--- config.mk ---
export PLATFORM = sky130hd
export DESIGN_NAME = hazunit_sb
export DESIGN_NICKNAME = d
export VERILOG_FILES = /design/src/rtl/hazunit_sb.sv
export SDC_FILE = /design/constraint.sdc
export NUM_CORES = 1
export LEC_CHECK = 0
export CORE_MARGIN = 1
export CORE_UTILIZATION = 35
export CTS_BUF_LIST = sky130_fd_sc_hd__clkbuf_2 sky130_fd_sc_hd__clkbuf_4 sky130_fd_sc_hd__clkbuf_8
export CTS_CLUSTER_DIAMETER = 50
export DETAILED_ROUTE_END_ITERATION = 8
export PLACE_DENSITY = 0.64
export SYNTH_ARGS = -nofsm -noshare
export SYNTH_HDL_FRONTEND = slang
export SYNTH_SLANG_ARGS = --single-unit
--- constraint.sdc ---
create_clock -name clk -period 3.3 [get_ports clk]
set_clock_uncertainty 0.1 [all_clocks]
set_input_delay 0.33 -clock clk [delete_from_list [all_inputs] [get_ports clk]]
set_output_delay 0.33 -clock clk [all_outputs]
set_load 0.02 [all_outputs]
--- src/rtl/hazunit_sb.sv ---
// hazunit_sb: 5-stage pipeline hazard unit with a scoreboard for one fixed-latency mult/div op.
// Optional macro HAZ_PERFCNT_EN adds saturating stall_cnt / md_stall_cnt outputs.
module hazunit_sb #(
    parameter int NREG   = 32,
    parameter int RW     = $clog2(NREG),
    parameter int MD_LAT = 4
) (
    input  logic          clk,
    input  logic          rst_n,
    input  logic          hazreset,
    input  logic          branchD,
    input  logic          mdD,
    input  logic [RW-1:0] rsD,
    input  logic [RW-1:0] rtD,
    input  logic [RW-1:0] rsE,
    input  logic [RW-1:0] rtE,
    input  logic [RW-1:0] writeregE,
    input  logic [RW-1:0] writeregM,
    input  logic [RW-1:0] writeregW,
    input  logic          memtoregE,
    input  logic          regwriteE,
    input  logic          memtoregM,
    input  logic          regwriteM,
    input  logic          regwriteW,
    input  logic          mdstartE,
    input  logic [RW-1:0] mdregE,
    output logic [1:0]    forwardAE,
    output logic [1:0]    forwardBE,
    output logic          forwardAD,
    output logic          forwardBD,
    output logic          stallF,
    output logic          stallD,
    output logic          flushE,
    output logic          md_busy,
    output logic          md_done,
`ifdef HAZ_PERFCNT_EN
    output logic [31:0]   stall_cnt,
    output logic [31:0]   md_stall_cnt,
`endif
    output logic [RW-1:0] md_wreg
);

    localparam int CW = 4;

    typedef enum logic {
        S_IDLE = 1'b0,
        S_BUSY = 1'b1
    } state_t;

    state_t        state_q, state_d;
    logic [CW-1:0] cnt_q, cnt_d;
    logic [RW-1:0] pend_q, pend_d;
    logic [RW-1:0] md_wreg_q, md_wreg_d;
    logic          md_done_q, md_done_d;

    logic          busy;
    logic          last_busy;
    logic          lwstall;
    logic          branchstall;
    logic          mdstall;
    logic          stall_out;

    // Operand 0 is the rs path, operand 1 the rt path.
    logic [1:0][RW-1:0] src_e;
    logic [1:0][RW-1:0] src_d;
    logic [1:0][1:0]    fwd_e;
    logic [1:0]         fwd_d;
    logic [1:0]         br_hit_e;
    logic [1:0]         br_hit_m;
    logic [1:0]         md_hit;

    assign src_e[0] = rsE;
    assign src_e[1] = rtE;
    assign src_d[0] = rsD;
    assign src_d[1] = rtD;

    for (genvar gi = 0; gi < 2; gi++) begin : g_operand
        logic m_hit;
        logic w_hit;

        assign m_hit        = (src_e[gi] != '0) && (src_e[gi] == writeregM) && regwriteM;
        assign w_hit        = (src_e[gi] != '0) && (src_e[gi] == writeregW) && regwriteW;
        // M result is younger than W result, so it wins when both match.
        assign fwd_e[gi]    = m_hit ? 2'b10 : (w_hit ? 2'b01 : 2'b00);
        assign fwd_d[gi]    = (src_d[gi] != '0) && (src_d[gi] == writeregM) && regwriteM;
        assign br_hit_e[gi] = (writeregE != '0) && (writeregE == src_d[gi]);
        assign br_hit_m[gi] = (writeregM != '0) && (writeregM == src_d[gi]);
        assign md_hit[gi]   = (pend_q != '0) && (pend_q == src_d[gi]);
    end

    assign forwardAE = fwd_e[0];
    assign forwardBE = fwd_e[1];
    assign forwardAD = fwd_d[0];
    assign forwardBD = fwd_d[1];

    assign busy      = (state_q == S_BUSY);
    assign last_busy = busy && (cnt_q == CW'(1));

    assign lwstall     = memtoregE && (rtE != '0) && ((rsD == rtE) || (rtD == rtE));
    assign branchstall = branchD && ((regwriteE && (|br_hit_e)) || (memtoregM && (|br_hit_m)));
    // A following MD op may only reach E in the final busy cycle so it can chain without a bubble.
    assign mdstall     = busy && ((|md_hit) || (mdD && !last_busy));
    assign stall_out   = (lwstall || branchstall || mdstall) && !hazreset;

    // Scoreboard: state register
    always_ff @(posedge clk or negedge rst_n) begin
        if (!rst_n) begin
            state_q   <= S_IDLE;
            cnt_q     <= '0;
            pend_q    <= '0;
            md_wreg_q <= '0;
            md_done_q <= 1'b0;
        end else begin
            state_q   <= state_d;
            cnt_q     <= cnt_d;
            pend_q    <= pend_d;
            md_wreg_q <= md_wreg_d;
            md_done_q <= md_done_d;
        end
    end

    // Scoreboard: next-state logic
    always_comb begin
        state_d   = state_q;
        cnt_d     = cnt_q;
        pend_d    = pend_q;
        md_wreg_d = md_wreg_q;
        md_done_d = 1'b0;
        case (state_q)
            S_IDLE: begin
                if (mdstartE) begin
                    state_d = S_BUSY;
                    cnt_d   = CW'(MD_LAT - 1);
                    pend_d  = mdregE;
                end
            end
            S_BUSY: begin
                if (last_busy) begin
                    md_done_d = 1'b1;
                    md_wreg_d = pend_q;
                    if (mdstartE) begin
                        cnt_d  = CW'(MD_LAT - 1);
                        pend_d = mdregE;
                    end else begin
                        state_d = S_IDLE;
                        cnt_d   = '0;
                    end
                end else begin
                    // An issue here is a protocol violation and is dropped.
                    cnt_d = cnt_q - CW'(1);
                end
            end
            default: begin
                state_d = S_IDLE;
            end
        endcase
    end

    // Scoreboard: outputs
    always_comb begin
        md_busy = busy;
        md_done = md_done_q;
        md_wreg = md_wreg_q;
        stallF  = stall_out;
        stallD  = stall_out;
        flushE  = stall_out;
    end

`ifdef HAZ_PERFCNT_EN
    logic [31:0] stall_cnt_q;
    logic [31:0] md_stall_cnt_q;

    always_ff @(posedge clk or negedge rst_n) begin
        if (!rst_n) begin
            stall_cnt_q    <= '0;
            md_stall_cnt_q <= '0;
        end else begin
            if (stall_out && (stall_cnt_q != '1)) begin
                stall_cnt_q <= stall_cnt_q + 32'd1;
            end
            if (mdstall && !hazreset && (md_stall_cnt_q != '1)) begin
                md_stall_cnt_q <= md_stall_cnt_q + 32'd1;
            end
        end
    end

    assign stall_cnt    = stall_cnt_q;
    assign md_stall_cnt = md_stall_cnt_q;
`endif

endmodule
# After elaboration in Yosys (flattened, before gate mapping)
# Cells that the tools add are included.
[word_totals] wordCells=85 register_bits=16 in_bits=51
[classes] eq_ne=17 n_addsub=1 n_reduce_logical=45 n_mux=16 bitwise=1
[op_table] cell="== test 5 bit" count=14
[op_table] cell="nonzero test 5 bit" count=7
[op_table] cell="logical AND 1 bit" count=27
[op_table] cell="2-to-1 mux 5 bit" count=2
[op_table] cell="case mux 5 bit (2 select lines)" count=1
[op_table] cell="2-to-1 mux 4 bit" count=2
[op_table] cell="case mux 4 bit (2 select lines)" count=1
[op_table] cell="2-to-1 mux 1 bit" count=6
[op_table] cell="2-to-1 mux 2 bit" count=3
[op_table] cell="OR reduction 2 bit" count=3
[op_table] cell="logical OR 1 bit" count=5
[op_table] cell="== test 4 x 1 -> 1 bit (second input constant)" count=1
[op_table] cell="subtractor 4 x 1 -> 4 bit (second input constant)" count=1
[op_table] cell="logical NOT 1 bit" count=2
[op_table] cell="!= test 2 x 1 -> 1 bit (second input constant)" count=1
[op_table] cell="!= test 2 bit (second input constant)" count=1
[op_table] cell="case mux 1 bit (2 select lines)" count=1
[op_table] cell="AND reduction 2 bit" count=1
[op_table] cell="inverter 1 bit" count=1

# Depth between registers and ports, before layout
# Gate-level depths: netlist of run 1.
[depth] ltp_word=9 depth_mapped=8

# Worst setup path before layout of run 1
# OpenSTA, ideal clock, no wires.
[synth_timing] path_type="in2out" start="input port rtD[4]" end="output port stallD" n_path_buf=2 t_arrival_ps=1884 stages=7 path_slack_ps=986 t_required_ps=2870 cell_sequence="clkbuf_1 xnor2_1 nand3_1 nor3_1 o221ai_1 a41oi_1 buf_4"
[synth_between] elab_chain_cells=9 word_cells_on_any_way=21
[synth_rtl] item="start: declaration" line_no="14" source="input logic [RW-1:0] rtD,"
[synth_rtl] item="== test 5 bit, on equally long branches" line_no="86, 87"
[synth_rtl] item="logical AND 1 bit, on equally long branches" line_no="86, 87"
[synth_rtl] item="OR reduction 2 bit" line_no="100" source="assign branchstall = branchD && ((regwriteE && (|br_hit_e)) || (memtoregM && (|br_hit_m)));"
[synth_rtl] item="logical AND 1 bit" line_no="100"
[synth_rtl] item="logical OR 1 bit" line_no="100"
[synth_rtl] item="logical AND 1 bit" line_no="100"
[synth_rtl] item="logical OR 1 bit" line_no="103" source="assign stall_out = (lwstall || branchstall || mdstall) && !hazreset;"
[synth_rtl] item="logical OR 1 bit (*)" line_no="103"
[synth_rtl] item="logical AND 1 bit (*)" line_no="103"
[synth_rtl] item="end: declaration" line_no="32" source="output logic stallD,"
# Mark *: on every way between the ends. The rest lies on a longest branch, timed or not.

# Final worst setup path of run 1
[layout_timing] start="input port rtE[2]" end="output port forwardBE[0]"
[layout_between] elab_chain_cells=5 word_cells_on_any_way=9
[layout_rtl] item="start: declaration" line_no="16" source="input logic [RW-1:0] rtE,"
[layout_rtl] item="== test 5 bit or nonzero test 5 bit (tied branches)" line_no="82, 81"
[layout_rtl] item="logical AND 1 bit (2 in a row)" line_no="82" source="assign w_hit = (src_e[gi] != '0) && (src_e[gi] == writeregW) && regwriteW;"
[layout_rtl] item="2-to-1 mux 1 bit" line_no="84" source="assign fwd_e[gi] = m_hit ? 2'b10 : (w_hit ? 2'b01 : 2'b00);"
[layout_rtl] item="2-to-1 mux 2 bit (*)" line_no="84"
[layout_rtl] item="end: declaration" line_no="28" source="output logic [1:0] forwardBE,"
# Marked as above.

==> results.yml, run 1 <==
route:
  drt-pass1-iter-count: 4
  drc_errors: 0
  finalWirelength_um: 3940
  drt-vias-per-instance: 5.06
  wire_per_inst_um: 14.1
  num_vias: 1417
  final_antenna_net_count: 0
  drt_first_iter_violations: 44
cells_and_area:
  diodes: 0
  layout.cells.non_filler: 280
  fin_area_sq_um: 2270
  area_delta_synth_final_pct: 39.4
  drive_gt1_share_pct: 8.77
  final_nets: 282
  post-route-util_pct: 51.4
synthesis:
  synth_ff_type: "dfrtp_1"
  synth_top_area_share_pct: 24.6
  synth_edf_count: 0
  ys_ff_latch: 16
  yosys.area.top_type: "dfrtp_1"
  synth_most_common_cell: "xnor2_1"
  ys_seq_area_share_pct: 24.6
  synth_warnings: 0
  avgSynthCellArea_sq_um: 8.94
  synth_common_cells: "xnor2_1 (36), xor2_1 (24), dfrtp_1 (16)"
  synth_cells: 182
  syn-cell-area_sq_um: 1630
  syn_nets: 235
  async_flop_share_pct: 100
  synth_cell_types: 34
  synth_area_leaders: "dfrtp_1 (25%), xnor2_1 (19%), xor2_1 (13%), mux2_2 (6.9%), clkbuf_1 (3.2%)"
cts:
  clk_pin_slew_ps: 60
  cts_buffer_depth: 2
  cts_tree: "yes"
  cts_made_buffers: 3
  clk_latency_ps: 240
  cts-root-buf: "clkbuf_8"
  htree_levels: 1
  cts_setup_buffers: 0
  cts.sinks: 16
critical_path:
  cp-startpoint: "rtE[2]"
  arrival_ps: 2610
  endpoint_kind: "output pin"
  reg2reg_from: "cnt_q[0]$_DFFE_PN0P_"
  critPathKind: "input port to output pin"
  cp-start-kind: "input port"
  cp.required_ps: 2870
  cp_max_fo: 5
placement:
  numPortBuffers: 66
  placed_area_sq_um: 2210
  hpwl_um: 3110
  post-place-cells: 276
  place.gp.congestion: 0.805
  place_ws_ps: 198
timing:
  worst_pin_slew_ps: 714
  postLayoutSetupSlackWorst_ps: 256
  relSlewSlack_pct: 52.2
  fin_crit_sh_pct: 92.3
  min_period_ps: 3040
  max_freq_ghz: 0.328
  holdWs_ps: 398
  rsz0062_at_grt: "false"
  hold_viol: 0
  tns_ps: 0
  maxSlewViolCount: 0
  setup_violations: 0
pwr:
  p_leak_nw: 0.871
  powerDensity_nw_per_um2: 524
  peakVddDrop_mv: 0.499
  total_power_mw: 1.19
min_path:
  hold_start: "cnt_q[3]$_DFFE_PN0P_"
  min_path_type: "register to register"
global_routing:
  grt_pass1_vias: 1377
  track_usage_pct: 16.6
  grt_pass1_wl_um: 6730
  antenna_found_initial: 0
  gr-total-overflow: 0
  grt_max_degree: 17
floorplan:
  initial_utilization_pct: 36.9
  dieArea_sq_um: 4930
  fp.dieH_um: 70.2
  io_pins: 67
  core_sq_um: 4410
  dieWidth_um: 70.2
  row_count: 24
job:
  max_cap_violations: 0
status:
  status: "completed"
kinds of logic (layout without fill, tap and decap cells):
| group | after synthesis | after routing | synth area share, % |
|---|---|---|---|
| XOR/XNOR | 60 | 60 | 32.3 |
| AND/OR/NAND/NOR | 50 | 50 | 17.8 |
| buffers and inverters | 28 | 74 | 10.4 |
| flip-flops | 16 | 16 | 24.6 |
| AO/OA/AOI/OAI | 15 | 15 | 5.84 |
| multiplexers | 11 | 11 | 7.53 |
| adder cells (fa/ha/maj) | 2 | 2 | 1.54 |
layout by cell type (no fill, tap or decap), drive strengths merged:
cell / netlist / final
a21oi: 2 / 2
a41oi: 1 / 1
and3: 1 / 1
buf: 10 / 2
clkbuf: 16 / 4
clkdlybuf4s50: 0 / 63
dfrtp: 16 / 16
dlymetal6s2s: 0 / 3
ha: 2 / 2
inv: 2 / 2
mux2: 10 / 10
mux2i: 1 / 1
nand2: 8 / 8
nand2b: 2 / 2
nand3: 10 / 10
nand4: 4 / 4
nor2: 5 / 5
nor3: 8 / 8
nor4: 4 / 4
o211ai: 1 / 1
o21ai: 7 / 7
o221ai: 3 / 3
o31ai: 1 / 1
or3: 1 / 1
or4: 7 / 7
xnor2: 36 / 36
xor2: 24 / 24
state kept, by name, indices dropped and copies added (netlist names):
register,flops
cnt_q,4
md_busy,1
md_wreg,5
md_done,1
pend_q,5
per-layer routing:
| layer | vias to the layer above | routed length (um) | global-route usage [%] |
|---|---|---|---|
| li1 | 707 | - | - |
| met1 | 657 | 1990 | 24.1 |
| met2 | 51 | 1680 | 26.5 |
| met3 | 2 | 253 | 2.45 |
| met4 | 0 | 13 | 2.67 |
| met5 | - | 0 | 0 |
final cells by class:
cell class,count,area (sq um)
Timing Repair Buffer,68,683
Tap cell,52,65.1
Inverter,2,7.51
Clock buffer,4,55.1
Fill cell,425,2140
Multi-Input combinational cell,138,1060
Sequential cell,16,400
power by group:
part           switching [mW]  total (mW)  internal (mW)
clock                  0.0644       0.170          0.106
sequential             0.0972       0.392          0.295
combinational           0.283       0.628          0.344
critical path: stages:
cell,delay [ps]
clkdlybuf4s50_1,570
or4_4,620
nor2_4,120
nor4_2,70
nor4_2,260
clkdlybuf4s50_1,640
timing repair:
action,CTS,global route
setup endpoints to repair,0,3
hold buffers,0,0
resized for setup,0,3
worst paths after layout:
path / cells past startpoint / slack [ps] / to
worst max-delay path: 6 / 260 / forwardBE[0]
worst min-delay path: 1 / 400 / cnt_q[3]$_DFFE_PN0P_
worst max register to register: 5 / 1570 / pend_q[1]$_DFFE_PN0P_
worst min register to register: 1 / 400 / cnt_q[3]$_DFFE_PN0P_
max in group asynchronous: 1 / 2240 / md_busy$_DFF_PN0_
min in group asynchronous: 1 / 410 / md_wreg[2]$_DFFE_PN0P_
No activity file was read; power rests on OpenSTA's default activity.
==> run 2: changes to the inputs <==
--- a/config.mk
+++ b/config.mk
@@ -5,6 +5,7 @@
 export SDC_FILE = /design/constraint.sdc
 export NUM_CORES = 1
 export LEC_CHECK = 0
+export CAP_MARGIN = 20
 export CORE_MARGIN = 1
 export CORE_UTILIZATION = 35
 export CTS_BUF_LIST = sky130_fd_sc_hd__clkbuf_2 sky130_fd_sc_hd__clkbuf_4 sky130_fd_sc_hd__clkbuf_8
==> results of run 2 <==
The final DEF is identical to that of run 1; final timing and power are the same.
==> run 3: changes to the inputs <==
--- a/config.mk
+++ b/config.mk
@@ -11,7 +11,7 @@
 export CTS_BUF_LIST = sky130_fd_sc_hd__clkbuf_2 sky130_fd_sc_hd__clkbuf_4 sky130_fd_sc_hd__clkbuf_8
 export CTS_CLUSTER_DIAMETER = 50
 export DETAILED_ROUTE_END_ITERATION = 8
-export PLACE_DENSITY = 0.64
+export PLACE_DENSITY = 0.74
 export SYNTH_ARGS = -nofsm -noshare
 export SYNTH_HDL_FRONTEND = slang
 export SYNTH_SLANG_ARGS = --single-unit
==> run 3 against run 2 <==
Hold slack worse by 1.3 ps. Via count is 0.14% lower. Clock-buffer cell count stayed put. Critical path depth is 2 higher. Sequential share of layout area is 0.059 points higher. Final area is 0.33% lower. Global-route usage hardly changed. Sequential power is 1% higher. Highest routed layer unchanged. Critical endpoint is now flushE. Non-clock buffer count stayed put. Largest cell class unchanged.
==> results.yml, run 3 (synthesis results as in run 1) <==
floorplan:
  initial_utilization_pct: 36.9
  io_pins: 67
  core_sq_um: 4410
  fp.dieH_um: 70.2
  dieWidth_um: 70.2
  row_count: 24
  dieArea_sq_um: 4930
critical_path:
  cp.required_ps: 2870
  arrival_ps: 2690
  cp-start-kind: "input port"
  cp_max_fo: 5
  r2r_cells: 5
  critPathKind: "input port to output pin"
  cp-startpoint: "rsD[1]"
  reg2reg_slack_ps: 1610
  endpoint: "flushE"
  r2r-end: "pend_q[4]$_DFFE_PN0P_"
  reg2reg_from: "cnt_q[0]$_DFFE_PN0P_"
  endpoint_kind: "output pin"
cells_and_area:
  layout_commonest_cell: "clkdlybuf4s50_1"
  area_delta_synth_final_pct: 39.0
  post-route-util_pct: 51.2
  final_nets: 282
  drive_gt1_share_pct: 8.77
  final_cell_mix: "clkdlybuf4s50_1 (66), xnor2_1 (36), xor2_1 (24)"
  fin_area_sq_um: 2260
  diodes: 0
cts:
  postCtsHoldBufs: 0
  cts_made_buffers: 3
  clk_pin_slew_ps: 60
  cts_resized: 0
  clk_latency_ps: 250
  htree_levels: 1
  cts_setup_buffers: 0
  cts.sinks: 16
  cts_buffer_depth: 2
  cts-root-buf: "clkbuf_8"
  cts_tree: "yes"
global_routing:
  gr-total-overflow: 0
  track_usage_pct: 16.6
  antenna_found_initial: 0
  grt_pass1_vias: 1342
  grt_pass1_wl_um: 6570
  grt_max_degree: 17
placement:
  numPortBuffers: 66
  hpwl_um: 3160
  place.gp.congestion: 0.764
  placed_area_sq_um: 2210
pwr:
  p_sw_share_pct: 37.5
  peakVddDrop_mv: 0.474
  powerDensity_nw_per_um2: 529
  seq_power_share_pct: 33.1
  p_int_mw: 0.748
  p_leak_nw: 0.828
  pwr-share-clk_pct: 14.2
  pwr-share-comb_pct: 52.8
  power.switching_mw: 0.448
  total_power_mw: 1.20
route:
  drt_first_iter_violations: 51
  drt-pass1-iter-count: 4
  top_layer: "met4"
  wl_met1_um: 1810
  drt-vias-per-instance: 5.05
  dr_wl_met2_um: 1880
  drc_errors: 0
  finalWirelength_um: 3960
  wire_per_inst_um: 14.1
  final_antenna_net_count: 0
  wl_met3_um: 227
  num_vias: 1415
min_path:
  min_path_type: "register to register"
  hold_start: "cnt_q[3]$_DFFE_PN0P_"
job:
  max_cap_violations: 0
status:
  status: "completed"
timing:
  setup_violations: 0
  max_freq_ghz: 0.320
  worst_pin_slew_ps: 718
  relSlewSlack_pct: 52.0
  maxSlewViolCount: 0
  tns_ps: 0
  rsz0062_at_grt: "false"
  min_period_ps: 3120
  fin_crit_sh_pct: 94.7
  holdWs_ps: 397
  hold_viol: 0
[run 3: worst min-delay path by stage]
stage / to / slack, ps / cells past startpoint
global route: md_wreg[4]$_DFFE_PN0P_ / 420 / 1
detailed placement: cnt_q[3]$_DFFE_PN0P_ / 400 / 1
floorplan: cnt_q[0]$_DFFE_PN0P_ / -70 / 0
finish: cnt_q[3]$_DFFE_PN0P_ / 400 / 1
global placement: cnt_q[3]$_DFFE_PN0P_ / 370 / 1
CTS: cnt_q[3]$_DFFE_PN0P_ / 410 / 1
[run 3: power by group through the flow]
| stage | Combinational (mW) | Sequential (mW) | Clock, mW |
|---|---|---|---|
| finish | 0.632 | 0.396 | 0.169 |
| global route | 0.689 | 0.413 | 0.186 |
| CTS | 0.637 | 0.395 | 0.175 |
| detailed placement | 0.634 | 0.398 | 0 |
| global placement | 0.620 | 0.394 | 0 |
| floorplan | 0.390 | 0.414 | 0 |
[run 3: critical path, cell delays in order]
cell and delay [ps]:
clkdlybuf4s50_1 560, xor2_1 210, nor3_1 210, nand3_1 120
a21oi_1 160, o21ai_1 90, a41oi_1 310, clkdlybuf4s50_1 700
[run 3: cell type report]
cell class	instances	area, sq um
inverters	2	7.51
well taps	52	65.1
fillers	412	2150
flip-flops and latches	16	400
repair buffers	68	676
multi-input cells	138	1060
clock buffers	4	55.1
[run 3: layer usage]
metal,vias up,GRT usage [%]
met5,-,0
met4,0,4.89
met3,5,3.03
met2,44,28.2
met1,660,21.3
li1,706,-
[run 3: per-stage QoR]
stage,setup WS [ps],std cells
final,175,280
after global routing,0.509,280
after CTS,154,280
after detailed placement,168,276
after global placement,203,276
after floorplan,986,182
